<file path="src/rtl/l2_cmd_pkg.sv">
// Shared definitions for the L1->L2 bus sequencer: L2 command codes,
// default line-address width and the sequencer state encoding.
package l2_cmd_pkg;

  localparam int unsigned ADDR_W_DEF = 26;

  typedef enum logic [1:0] {
    CMD_NOP   = 2'b00,
    CMD_READ  = 2'b01,
    CMD_WRITE = 2'b10,
    CMD_RWITM = 2'b11
  } l2_cmd_e;

  typedef enum logic [1:0] {
    ST_IDLE = 2'b00,
    ST_WB   = 2'b01,
    ST_FILL = 2'b10,
    ST_DONE = 2'b11
  } seq_state_e;

endpackage

</file>
<file path="src/rtl/sat_counter.sv">
// Saturating up-counter used for the L2 statistics tallies.
// Ports: clk, rst_n (async active-low), inc (count enable), cnt (value).
module sat_counter #(
  parameter int unsigned W = 32
) (
  input  logic         clk,
  input  logic         rst_n,
  input  logic         inc,
  output logic [W-1:0] cnt
);

  logic [W-1:0] cnt_q;
  logic [W-1:0] cnt_d;

  // Hold at all-ones instead of wrapping.
  always_comb begin
    cnt_d = cnt_q;
    if (inc && (cnt_q != '1)) begin
      cnt_d = cnt_q + W'(1);
    end
  end

  always_ff @(posedge clk or negedge rst_n) begin
    if (!rst_n) begin
      cnt_q <= '0;
    end else begin
      cnt_q <= cnt_d;
    end
  end

  assign cnt = cnt_q;

endmodule

</file>
<file path="src/rtl/l2_bus_sequencer.sv">
// Sequences one L1 miss into an optional victim WRITE followed by a READ or
// RWITM to L2, holding each command until acknowledged or timed out.
// Ports:
//   req_*        L1 miss request handshake and payload (sampled on accept)
//   victim_*     victim line writeback need and address
//   l2_*         L2 command/address port with ack
//   resp_*       one-cycle completion pulse with timeout error flag
//   cnt_*        saturating per-command and timeout tallies
module l2_bus_sequencer
  import l2_cmd_pkg::*;
#(
  parameter int unsigned ADDR_W  = ADDR_W_DEF,
  parameter int unsigned CNT_W   = 32,
  parameter int unsigned TIMEOUT = 255
) (
  input  logic              clk,
  input  logic              rst_n,
  input  logic              req_valid,
  output logic              req_ready,
  input  logic [ADDR_W-1:0] req_addr,
  input  logic              req_write,
  input  logic              victim_dirty,
  input  logic [ADDR_W-1:0] victim_addr,
  output logic              l2_valid,
  output logic [1:0]        l2_cmd,
  output logic [ADDR_W-1:0] l2_addr,
  input  logic              l2_ack,
  output logic              resp_valid,
  output logic              resp_err,
  output logic [CNT_W-1:0]  cnt_read,
  output logic [CNT_W-1:0]  cnt_write,
  output logic [CNT_W-1:0]  cnt_rwitm,
  output logic [CNT_W-1:0]  cnt_timeout
);

  localparam int unsigned        WAIT_W    = $clog2(TIMEOUT + 1);
  localparam logic [WAIT_W-1:0]  WAIT_LAST = WAIT_W'(TIMEOUT - 1);

  seq_state_e        state_q, state_d;
  logic [ADDR_W-1:0] req_addr_q, req_addr_d;
  logic [ADDR_W-1:0] victim_addr_q, victim_addr_d;
  logic              req_write_q, req_write_d;
  logic [WAIT_W-1:0] wait_q, wait_d;

  logic              req_ready_q, req_ready_d;
  logic              l2_valid_q, l2_valid_d;
  l2_cmd_e           l2_cmd_q, l2_cmd_d;
  logic [ADDR_W-1:0] l2_addr_q, l2_addr_d;
  logic              resp_valid_q, resp_valid_d;
  logic              resp_err_q, resp_err_d;

  logic inc_read, inc_write, inc_rwitm, inc_timeout;

  // Next-state, latches, wait counter, tally strobes and next output values.
  always_comb begin
    state_d       = state_q;
    req_addr_d    = req_addr_q;
    victim_addr_d = victim_addr_q;
    req_write_d   = req_write_q;
    wait_d        = wait_q;
    inc_read      = 1'b0;
    inc_write     = 1'b0;
    inc_rwitm     = 1'b0;
    inc_timeout   = 1'b0;

    unique case (state_q)
      ST_IDLE: begin
        if (req_valid) begin
          req_addr_d    = req_addr;
          victim_addr_d = victim_addr;
          req_write_d   = req_write;
          wait_d        = '0;
          state_d       = victim_dirty ? ST_WB : ST_FILL;
        end
      end
      ST_WB: begin
        // Ack is checked first so an ack on the last wait cycle still counts.
        if (l2_ack) begin
          inc_write = 1'b1;
          wait_d    = '0;
          state_d   = ST_FILL;
        end else if (wait_q == WAIT_LAST) begin
          inc_timeout = 1'b1;
          wait_d      = '0;
          state_d     = ST_DONE;
        end else begin
          wait_d = wait_q + WAIT_W'(1);
        end
      end
      ST_FILL: begin
        if (l2_ack) begin
          inc_rwitm = req_write_q;
          inc_read  = !req_write_q;
          wait_d    = '0;
          state_d   = ST_DONE;
        end else if (wait_q == WAIT_LAST) begin
          inc_timeout = 1'b1;
          wait_d      = '0;
          state_d     = ST_DONE;
        end else begin
          wait_d = wait_q + WAIT_W'(1);
        end
      end
      ST_DONE: begin
        state_d = ST_IDLE;
      end
      default: begin
        state_d = ST_IDLE;
      end
    endcase

    // Outputs are registered from the next state so they line up with it.
    req_ready_d  = (state_d == ST_IDLE);
    resp_valid_d = (state_d == ST_DONE);
    resp_err_d   = inc_timeout;
    l2_valid_d   = 1'b0;
    l2_cmd_d     = CMD_NOP;
    l2_addr_d    = '0;
    if (state_d == ST_WB) begin
      l2_valid_d = 1'b1;
      l2_cmd_d   = CMD_WRITE;
      l2_addr_d  = victim_addr_d;
    end else if (state_d == ST_FILL) begin
      l2_valid_d = 1'b1;
      l2_cmd_d   = req_write_d ? CMD_RWITM : CMD_READ;
      l2_addr_d  = req_addr_d;
    end
  end

  always_ff @(posedge clk or negedge rst_n) begin
    if (!rst_n) begin
      state_q       <= ST_IDLE;
      req_addr_q    <= '0;
      victim_addr_q <= '0;
      req_write_q   <= 1'b0;
      wait_q        <= '0;
      req_ready_q   <= 1'b1;
      l2_valid_q    <= 1'b0;
      l2_cmd_q      <= CMD_NOP;
      l2_addr_q     <= '0;
      resp_valid_q  <= 1'b0;
      resp_err_q    <= 1'b0;
    end else begin
      state_q       <= state_d;
      req_addr_q    <= req_addr_d;
      victim_addr_q <= victim_addr_d;
      req_write_q   <= req_write_d;
      wait_q        <= wait_d;
      req_ready_q   <= req_ready_d;
      l2_valid_q    <= l2_valid_d;
      l2_cmd_q      <= l2_cmd_d;
      l2_addr_q     <= l2_addr_d;
      resp_valid_q  <= resp_valid_d;
      resp_err_q    <= resp_err_d;
    end
  end

  assign req_ready  = req_ready_q;
  assign l2_valid   = l2_valid_q;
  assign l2_cmd     = l2_cmd_q;
  assign l2_addr    = l2_addr_q;
  assign resp_valid = resp_valid_q;
  assign resp_err   = resp_err_q;

  sat_counter #(.W(CNT_W)) u_cnt_read (
    .clk(clk), .rst_n(rst_n), .inc(inc_read), .cnt(cnt_read)
  );
  sat_counter #(.W(CNT_W)) u_cnt_write (
    .clk(clk), .rst_n(rst_n), .inc(inc_write), .cnt(cnt_write)
  );
  sat_counter #(.W(CNT_W)) u_cnt_rwitm (
    .clk(clk), .rst_n(rst_n), .inc(inc_rwitm), .cnt(cnt_rwitm)
  );
  sat_counter #(.W(CNT_W)) u_cnt_timeout (
    .clk(clk), .rst_n(rst_n), .inc(inc_timeout), .cnt(cnt_timeout)
  );

endmodule

</file>
<file path="config.mk">
export PLATFORM = sky130hd
export DESIGN_NAME = l2_bus_sequencer
export DESIGN_NICKNAME = d
export VERILOG_FILES = /design/src/rtl/l2_cmd_pkg.sv /design/src/rtl/sat_counter.sv /design/src/rtl/l2_bus_sequencer.sv
export SDC_FILE = /design/constraint.sdc
export NUM_CORES = 1
export LEC_CHECK = 0
export CAP_MARGIN = 20
export CELL_PAD_IN_SITES_DETAIL_PLACEMENT = 0
export CELL_PAD_IN_SITES_GLOBAL_PLACEMENT = 1
export CORE_MARGIN = 2
export CORE_UTILIZATION = 35
export DETAILED_ROUTE_END_ITERATION = 8
export PLACE_DENSITY = 0.73
export SLEW_MARGIN = 20
export SYNTH_ARGS = -nofsm -noshare
export SYNTH_HDL_FRONTEND = slang
export SYNTH_SLANG_ARGS = --single-unit
</file>
<file path="constraint.sdc">
create_clock -name clk -period 3.4 [get_ports clk]
set_clock_uncertainty 0.05 [all_clocks]
set_input_delay 0.34 -clock clk [delete_from_list [all_inputs] [get_ports clk]]
set_output_delay 0.34 -clock clk [all_outputs]
set_load 0.01 [all_outputs]
</file>
; ---- Word-level counts from Yosys, hierarchy flattened
; Cells that the tools add are included.
[word_totals]
regBits = 223
in_bits = 58
out_inout_bits = 160
elab_cells = 74
[op_classes]
n_addsub = 5
eq_ne = 12
n_mux = 32
n_reduce_logical = 10
[op_table]
columns = operator, n
row1 = 2-to-1 mux 26 bit, 6
row2 = "adder 32 x 1 -> 32 bit, second input constant", 4
row3 = "!= test 32 bit, second input constant", 4
row4 = 2-to-1 mux 8 bit, 3
row5 = 2-to-1 mux 2 bit, 8
row6 = case mux 8 bit (2 select lines), 1
row7 = 2-to-1 mux 1 bit, 13
row8 = "adder 8 x 1 -> 8 bit, second input constant", 1
row9 = "== test 2 bit, second input constant", 4
row10 = "== test 8 bit, second input constant", 1
row11 = case mux 2 bit (4 select lines), 1
row12 = "== test 2 x 1 -> 1 bit, second input constant", 2
row13 = logical AND 1 bit, 4
row14 = logical NOT 2 bit, 2
row15 = "!= test 2 bit, second input constant", 1
row16 = AND reduction 2 bit, 1
row17 = nonzero test 2 bit, 1
row18 = OR reduction 2 bit, 1
row19 = logical NOT 1 bit, 1

; ---- Longest topological paths before layout
; Gate-level depths: netlist of run 1.
[depth]
word_depth = 7
ltp_mapped = 12
ltp_nobuf = 10

; ---- By module
; From an unflattened synthesis of run 1, not the netlist that was laid out.
[hier_totals]
hier_cells = 861
hier_area_um2 = 10314.9
[modules_own_cells]
columns = module, instances, cells_each, area_per_inst_um2, seq_area_each_um2
row1 = sat_counter, 4, 151, 1624.1, 800.8
row2 = l2_bus_sequencer, 1, 257, 3818.7, 2378.5

; ---- Worst setup path before layout of run 1
; No wires, ideal clock.
[synth_timing]
path_kind = reg-to-reg
start = reg state_q[0]
end = reg l2_addr_q[22] (netlist: l2_addr[22])
setup_ns = 0.083
arrival_ns = 2.515
required_ns = 3.267
path_slack_ns = 0.753
stages_incl_launch_ff = 13
path_buffers = 4
period_less_slack_ns = 2.647
path_cell_list = dfrtp_1 inv_1 ha_1 clkbuf_1 nand2_1 clkbuf_1 o221a_2 inv_1 ha_1 clkbuf_1 clkbuf_1 nand2_1 o21ai_0
[synth_between]
elab_chain_len = 6
word_cells_on_any_way = 15
cone_classes = 5 x eq/ne / 9 x mux / 1 x reduce/logical
[synth_rtl]
columns = element, line_no
row1 = "start, declared", l2_bus_sequencer.sv:39  ; seq_state_e state_q, state_d;
row2 = "start signal, assigned", l2_bus_sequencer.sv:144  ; state_q <= state_d;
row3 = 2-to-1 mux 2 bit, "l2_bus_sequencer.sv:82, l2_bus_sequencer.sv:96"
row4 = 2-to-1 mux 2 bit (on tied branches), "l2_bus_sequencer.sv:91, l2_bus_sequencer.sv:78"
row5 = case mux 2 bit (4 select lines) *, l2_bus_sequencer.sv:66  ; unique case (state_q)
row6 = via state_d[0], l2_bus_sequencer.sv:39
row7 = == test 2 bit, l2_bus_sequencer.sv:123  ; end else if (state_d == ST_FILL) begin
row8 = 2-to-1 mux 26 bit, l2_bus_sequencer.sv:123
row9 = 2-to-1 mux 26 bit *, l2_bus_sequencer.sv:119  ; if (state_d == ST_WB) begin
row10 = via l2_addr_d[22], l2_bus_sequencer.sv:48  ; logic [ADDR_W-1:0] l2_addr_q, l2_addr_d;
row11 = "end signal, assigned", l2_bus_sequencer.sv:152  ; l2_addr_q <= l2_addr_d;
row12 = "end, declared", l2_bus_sequencer.sv:48
; The timed path passes the listed nets; every way through them passes the cells marked *.
; A chain may end at the register's enable or synchronous reset.

; ---- Worst setup path after layout of run 1
[layout_timing]
start = reg wait_q[0]
end = reg l2_addr_q[8] (netlist: l2_addr[8])
[layout_between]
elab_chain_len = 7
word_cells_on_any_way = 9
cone_classes = 3 x eq/ne / 6 x mux
[layout_rtl]
columns = element, line_no
row1 = "start, declared", l2_bus_sequencer.sv:43  ; logic [WAIT_W-1:0] wait_q, wait_d;
row2 = "start signal, assigned", l2_bus_sequencer.sv:148  ; wait_q <= wait_d;
row3 = == test 8 bit *, "l2_bus_sequencer.sv:82, l2_bus_sequencer.sv:96"
row4 = 2-to-1 mux 2 bit *, "l2_bus_sequencer.sv:82, l2_bus_sequencer.sv:96"
row5 = 2-to-1 mux 2 bit (on tied branches), "l2_bus_sequencer.sv:91, l2_bus_sequencer.sv:78"
row6 = case mux 2 bit (4 select lines) *, l2_bus_sequencer.sv:66
row7 = via state_d[1], l2_bus_sequencer.sv:39
row8 = == test 2 bit, l2_bus_sequencer.sv:123
row9 = 2-to-1 mux 26 bit, l2_bus_sequencer.sv:123
row10 = 2-to-1 mux 26 bit *, l2_bus_sequencer.sv:119
row11 = via l2_addr_d[8], l2_bus_sequencer.sv:48
; Marked as above.

==> run metrics, run 1 <==
total die area=29900 µm²; Startpoint Class=flop; setup tns final=0 ns; post-synth cell types=45; Post-Synthesis Cells=897; EDFF count, synth=0; H-tree Lvls=1; PostCTS Resize Cnt=0; Die Span X=173 µm; critical path capture point type=flop; Post-Synth XOR/XNOR Area=11.0%; Main synth FF type=dfrtp_1; vias in the first global route=7345; DR vias=7456; Clk Latency, worst-skew pair=0.51 ns; max-cap violation count=0; PortBufs=217; final period utilization=75.7%; #FFs+latches synth=223; Global Route Usage Sum=16.1%; total gr overflow=0; maximum number of pins on one net before global-route repair=90; ratio of cells with drive above 1 in the final layout=9.95%; initial antenna violation count=1; Post-DRT Antenna Nets=0; syn nets=968; RePlAce Congestion=0.774; DRC errors left=0; hpwl dp=17300 µm; Final Hold Vio Count=0; Core Box Area=27900 µm²; YS warnings=0; largest family of logic cells by synthesized area=simple AND/OR/NAND/NOR gates; setup violators final=0; TritonCTS Buffers=26; nets=1196; first-pass GRT wire length=40100 µm; post-synthesis mux area share=6.87%; most frequent cells in the layout=dfrtp_1 (222), clkdlybuf4s50_1 (216), nand2_1 (110), xnor2_1 (76), mux2_2 (61); postcts setup bufs=0; CTS Root Cell=clkbuf_16; min Tclk post-route=2.57 ns; initial DRC count=419; fill count=2664; area leader, netlist=dfrtp_1; Pre-antenna DRT Iters=4; ys async rst share=100%; dpl ws=0.783 ns; status=complete, no violations; Leak=5.70 nW; Peak Freq=389 MHz; CTS Sinks=223; Post-Synth Simple-Gate Area=19.4%; CP arrival=2.95 ns; clock-pin transition on the worst setup and hold timing paths=0.06 ns; Syn Area/Cell=11.1 µm²; Power per Cell Area=615 nW/µm²; Synth Area in Adders=1.63%; commonest non-fill, non-tap cell in the layout=dfrtp_1; row cnt=61; Slew Viols, Final=0; clock buffer depth=3; register area share after synthesis=55.8%; post-synthesis compound-gate area fraction=3.43%; DIE HEIGHT=173 µm; area share of the largest cell type after synthesis=55.6%; CTS tree=built; Worst EP required=3.77 ns; Via-to-Cell Ratio=4.92; peak supply drop=0.466 mV; Synth Cell Area=10000 µm²; starting density of the core=35.8%; top cells by area, synth=dfrtp_1 (56%), mux2_2 (6.9%), xnor2_1 (6.7%); RSZ-0062 raised after global routing=no; crit-path max FO=29; Crit Path Category=flop to flop; final wirelength=24300 µm; Hold Crit Class=primary input to async pin; Worst-Margin Slew=0.919 ns; PnR worst setup slack=0.827 ns; slew margin rel.=38.0%; synthesis-to-finish area growth=34.0%; detail-routed net length per standard cell=16.1 µm; Boundary Pins=218
==> state kept, by name, summed over array words and instances, names as in the netlist <==
| signal | cells |
|---|---|
| l2_addr | 26 |
| u_cnt_rwitm.cnt | 32 |
| wait_q | 8 |
| resp_valid | 1 |
| resp_err | 1 |
| victim_addr_q | 26 |
| req_addr_q | 26 |
| l2_valid | 1 |
| u_cnt_write.cnt | 32 |
| req_write_q | 1 |
| u_cnt_read.cnt | 32 |
| state_q | 2 |
| u_cnt_timeout.cnt | 32 |
| l2_cmd | 2 |
| req_ready | 1 |
==> layout make-up <==
| cell class | instances | area (µm²) | area share, % |
|---|---|---|---|
| Sequential cell | 223 | 5580 | 41.7 |
| Multi-Input combinational cell | 628 | 4230 | 31.6 |
| Timing Repair Buffer | 229 | 2310 | 17.2 |
| Clock buffer | 36 | 719 | 5.37 |
| Tap cell | 378 | 473 | 3.53 |
| Inverter | 17 | 63.8 | 0.477 |
| Clock inverter | 3 | 15.0 | 0.112 |
| Antenna cell | 1 | 2.50 | 0.0187 |
==> report_power, final <==
| group | internal (mW) | switching [mW] |
|---|---|---|
| Sequential | 3.23 | 0.254 |
| Combinational | 1.09 | 1.19 |
| Clock | 1.45 | 1.02 |
| Total | 5.77 | 2.47 |
==> metrics by stage <==
| stage | total power [mW] | hold WS (ns) | std cells | cell area, µm² | utilization, % |
|---|---|---|---|---|---|
| finish | 8.23 | 0.372 | 1515 | 13400 | 47.9 |
| global route | 8.79 | 0.392 | 1515 | 13400 | 47.9 |
| CTS | 8.39 | 0.376 | 1514 | 13400 | 47.9 |
| detailed placement | 5.85 | 0.359 | 1474 | 12600 | 45.3 |
| global placement | 5.81 | 0.358 | 1474 | 12600 | 45.3 |
| floorplan | 4.84 | -0.00559 | 897 | 10000 | - |
==> cells in the mapped netlist, drive strengths merged, types with 3 or more instances <==
cell,number
and4,17
o211ai,4
nand2,111
nor2,45
clkbuf,22
nand4,53
inv,17
buf,7
xnor2,76
and2,10
xor2,49
nand3b,3
or3,4
nor3,24
and3,23
nand3,54
nor4,14
nor4b,4
a21oi,6
ha,13
o21ai,36
dfrtp,222
or4,3
mux2,61
==> cells by family after synthesis <==
logic type / count (synthesis)
flops: 223
xor+xnor: 125
buf+inv: 46
fa+ha+maj: 13
mux: 61
compound gates: 58
simple gates: 371
==> critical path, cell delays in order (launching register included) <==
cell and delay [ns]:
dfrtp_1 0.40, inv_1 0.10, ha_1 0.15, nand3_1 0.16, o21ai_0 0.26, o21ai_0 0.11
a22oi_1 0.35, inv_1 0.12, ha_2 0.35, buf_12 0.24, o21ai_0 0.19
==> worst paths after layout <==
path	endpoint	slack [ns]	startpoint	depth (start not counted)
worst max register to register	l2_addr[8]	0.83	wait_q[0]	10
max in group asynchronous	victim_addr_q[7]	2.16	rst_n	3
min in group clk	victim_addr_q[24]	0.40	victim_addr[24]	2
worst min register to register	u_cnt_write.cnt[31]	0.44	u_cnt_write.cnt[31]	1
worst max-delay path	l2_addr[8]	0.83	wait_q[0]	10
worst min-delay path	victim_addr_q[11]	0.37	rst_n	2
==> what timing repair did <==
item / CTS / global route
setup endpoints to repair: 0 / 0
hold buffers: 1 / 0
hold endpoints to repair: 84 / 0
==> per-layer routing <==
layer | share of wire (%) | up-vias | GRT usage (%) | wire length [µm]
met2 | 45 | 193 | 24.8 | 10900
li1 | - | 3603 | - | -
met4 | 2.0 | 0 | 4.13 | 488
met1 | 44 | 3624 | 21.5 | 10700
met5 | 0 | - | 0 | 0
met3 | 9.2 | 36 | 6.02 | 2250
Power figures use the tool's default switching activity.
==> inputs of run 2 (changes only) <==
==> constraint.sdc (replaced) <==
create_clock -name clk -period 2.55 [get_ports clk]
set_clock_uncertainty 0.05 [all_clocks]
set_input_delay 0.255 -clock clk [delete_from_list [all_inputs] [get_ports clk]]
set_output_delay 0.255 -clock clk [all_outputs]
set_load 0.01 [all_outputs]
==> run 2 against run 1 <==
Effect of this change:
- sequential share of layout area down 1.3 points
- via count up 1.3%
- largest cell class unchanged
- global-route usage up 0.37 points
- highest routed layer unchanged
- critical endpoint is now u_cnt_timeout.cnt[4]
- register-to-register slack worse by 0.60 ns
==> run metrics, run 2 (synthesis results as in run 1) <==
Crit Path Category=flop to flop; Via-to-Cell Ratio=4.91 (-0.21%); Peak Freq=430 MHz (+11%); detail-routed net length per standard cell=16.3 µm (+1.2%); peak supply drop=0.514 mV (+10%); clock buffer depth=3 (unchanged); crit-path max FO=17 (-41%); max-cap violation count=0 (unchanged); CTS Sinks=223 (unchanged); commonest non-fill, non-tap cell in the layout=dfrtp_1; total gr overflow=0 (unchanged); Startpoint Class=flop; Pre-antenna DRT Iters=4 (unchanged); multi-input logic area=4250 µm² (+0.41%); slew margin rel.=36.8% (-1.2 points); H-tree Lvls=1 (unchanged); status=complete, no violations; RePlAce Congestion=0.798 (+3.1%); Power per Cell Area=872 nW/µm² (+42%); Seq. cell area=5580 µm² (unchanged); CP max stage delay=0.45 ns (+0.05 ns); initial antenna violation count=1 (unchanged); DR vias=7553 (+1.3%); Die Span X=173 µm (unchanged); Placed Cells=1489 (+1.0%); Final Hold Vio Count=0 (unchanged); slowest CP cell=or4_1; first-pass GRT wire length=41000 µm (+2.1%); setup tns final=0 ns (unchanged); vias in the first global route=7673 (+4.5%); maximum number of pins on one net before global-route repair=60 (-33%); postcts setup bufs=0 (unchanged); hpwl dp=17600 µm (+1.5%); Post-DRT Antenna Nets=0 (unchanged); Final Cell Area=13800 µm² (+3.3%); Cell Count, Final, Fillers Out=1538 (+1.5%); most frequent cells in the layout=dfrtp_1 (222), clkdlybuf4s50_1 (216), nand2_1 (110), xnor2_1 (76), mux2_2 (61); dpl cell area=12800 µm² (+1.3%); Slew Viols, Final=0 (unchanged); Global Route Usage Sum=16.5% (+0.37 points); nets=1212 (+1.3%); dpl ws=0.0882 ns (-0.695 ns); fill count=2591 (-2.7%); Worst EP required=2.91 ns (-0.86 ns); DRC errors left=0 (unchanged); final wirelength=25000 µm (+2.7%); PortBufs=217 (unchanged); CP Cell Sequence=ha_1 -> nand3_1 -> or4_1 -> o31a_1 -> buf_12 -> and4_1 -> xor2_1; total die area=29900 µm² (unchanged); CTS Root Cell=clkbuf_16; Core Box Area=27900 µm² (unchanged); starting density of the core=35.8% (unchanged); CTS tree=built; CP arrival=2.69 ns (-0.26 ns); ratio of cells with drive above 1 in the final layout=12.5% (+2.6 points); setup violators final=0 (unchanged); PnR worst setup slack=0.225 ns (-0.601 ns); Clk Latency, worst-skew pair=0.53 ns (+0.02 ns); Worst-Margin Slew=0.936 ns (+0.0175 ns); Leak=5.92 nW (+3.8%); TritonCTS Buffers=26 (unchanged); clock-pin transition on the worst setup and hold timing paths=0.06 ns (about the same); Hold Crit Class=primary input to async pin; initial DRC count=445 (+6.2%); row cnt=61 (unchanged); final period utilization=91.2% (+15 points); critical path capture point type=flop; DIE HEIGHT=173 µm (unchanged); min Tclk post-route=2.32 ns (-0.249 ns); synthesis-to-finish area growth=38.4%; RSZ-0062 raised after global routing=no; Boundary Pins=218 (unchanged)
==> run 2: cell types whose count changed in the layout (fill, tap and decap cells not counted), sizes merged <==
| cell | delta |
|---|---|
| inv | +1 |
| clkinvlp | +3 |
| clkinv | -1 |
| bufinv | +5 |
| buf | +15 |
==> run 2: repair_timing <==
item / 4_1_cts / 5_1_grt
endpoints found under the setup margin: 0 / 27
hold buffers: 1 / 0
hold endpoints to repair: 53 / 0
resized for setup: 0 / 4
==> run 2: critical path, delay by kind of cell, from the launching register on <==
kind / cells / cell delay (ns)
buffers and inverters: 1 / 0.16
xor gates and xnor gates: 1 / 0.14
AOI/OAI and AO/OA: 1 / 0.35
and+or+nand+nor: 3 / 0.80
DFF: 1 / 0.42
adders and majority gates: 1 / 0.27
==> run 2: report_power, final <==
part	internal [mW]	total, mW	switching (mW)
combinational	1.63	3.32	1.69
sequential	4.30	4.63	0.329
clock	2.63	4.11	1.48
total	8.56	12.1	3.50
==> run 2: layout make-up <==
class,count,area share [%]
clock buffer,35,5.61
antenna,1,0.0181
tap,378,3.42
inverter,17,0.461
clock inverter,11,1.41
multi-input combinational,628,30.7
timing repair buffer,245,18.0
sequential,223,40.3
==> run 2: path summary, 6_finish.rpt <==
kind	start	to	slack, ns	depth (start not counted)
max	u_cnt_timeout.cnt[1]	u_cnt_timeout.cnt[4]	0.23	7
min	rst_n	victim_addr_q[6]	0.21	2
max reg2reg	u_cnt_timeout.cnt[1]	u_cnt_timeout.cnt[4]	0.23	7
min reg2reg	u_cnt_rwitm.cnt[19]	u_cnt_rwitm.cnt[19]	0.44	1
max in group asynchronous	rst_n	l2_addr[7]	1.60	3
min in group clk	req_addr[13]	req_addr_q[13]	0.30	2
==> run 2: layer usage <==
layer	share of wire (%)	track usage [%]
met5	0	0
met4	2.0	3.88
met3	8.3	5.94
met2	45	26.2
met1	44	21.6
==> run 2: metrics by stage <==
step / hold slack, ns / utilization (%) / power [mW]
final: 0.211 / 49.5 / 12.1
after floorplan: -0.0906 / - / 6.47
after CTS: 0.206 / 49.4 / 12.1
after global placement: 0.184 / 45.8 / 7.83
after global routing: 0.237 / 49.5 / 12.8
after detailed placement: 0.187 / 45.8 / 7.90
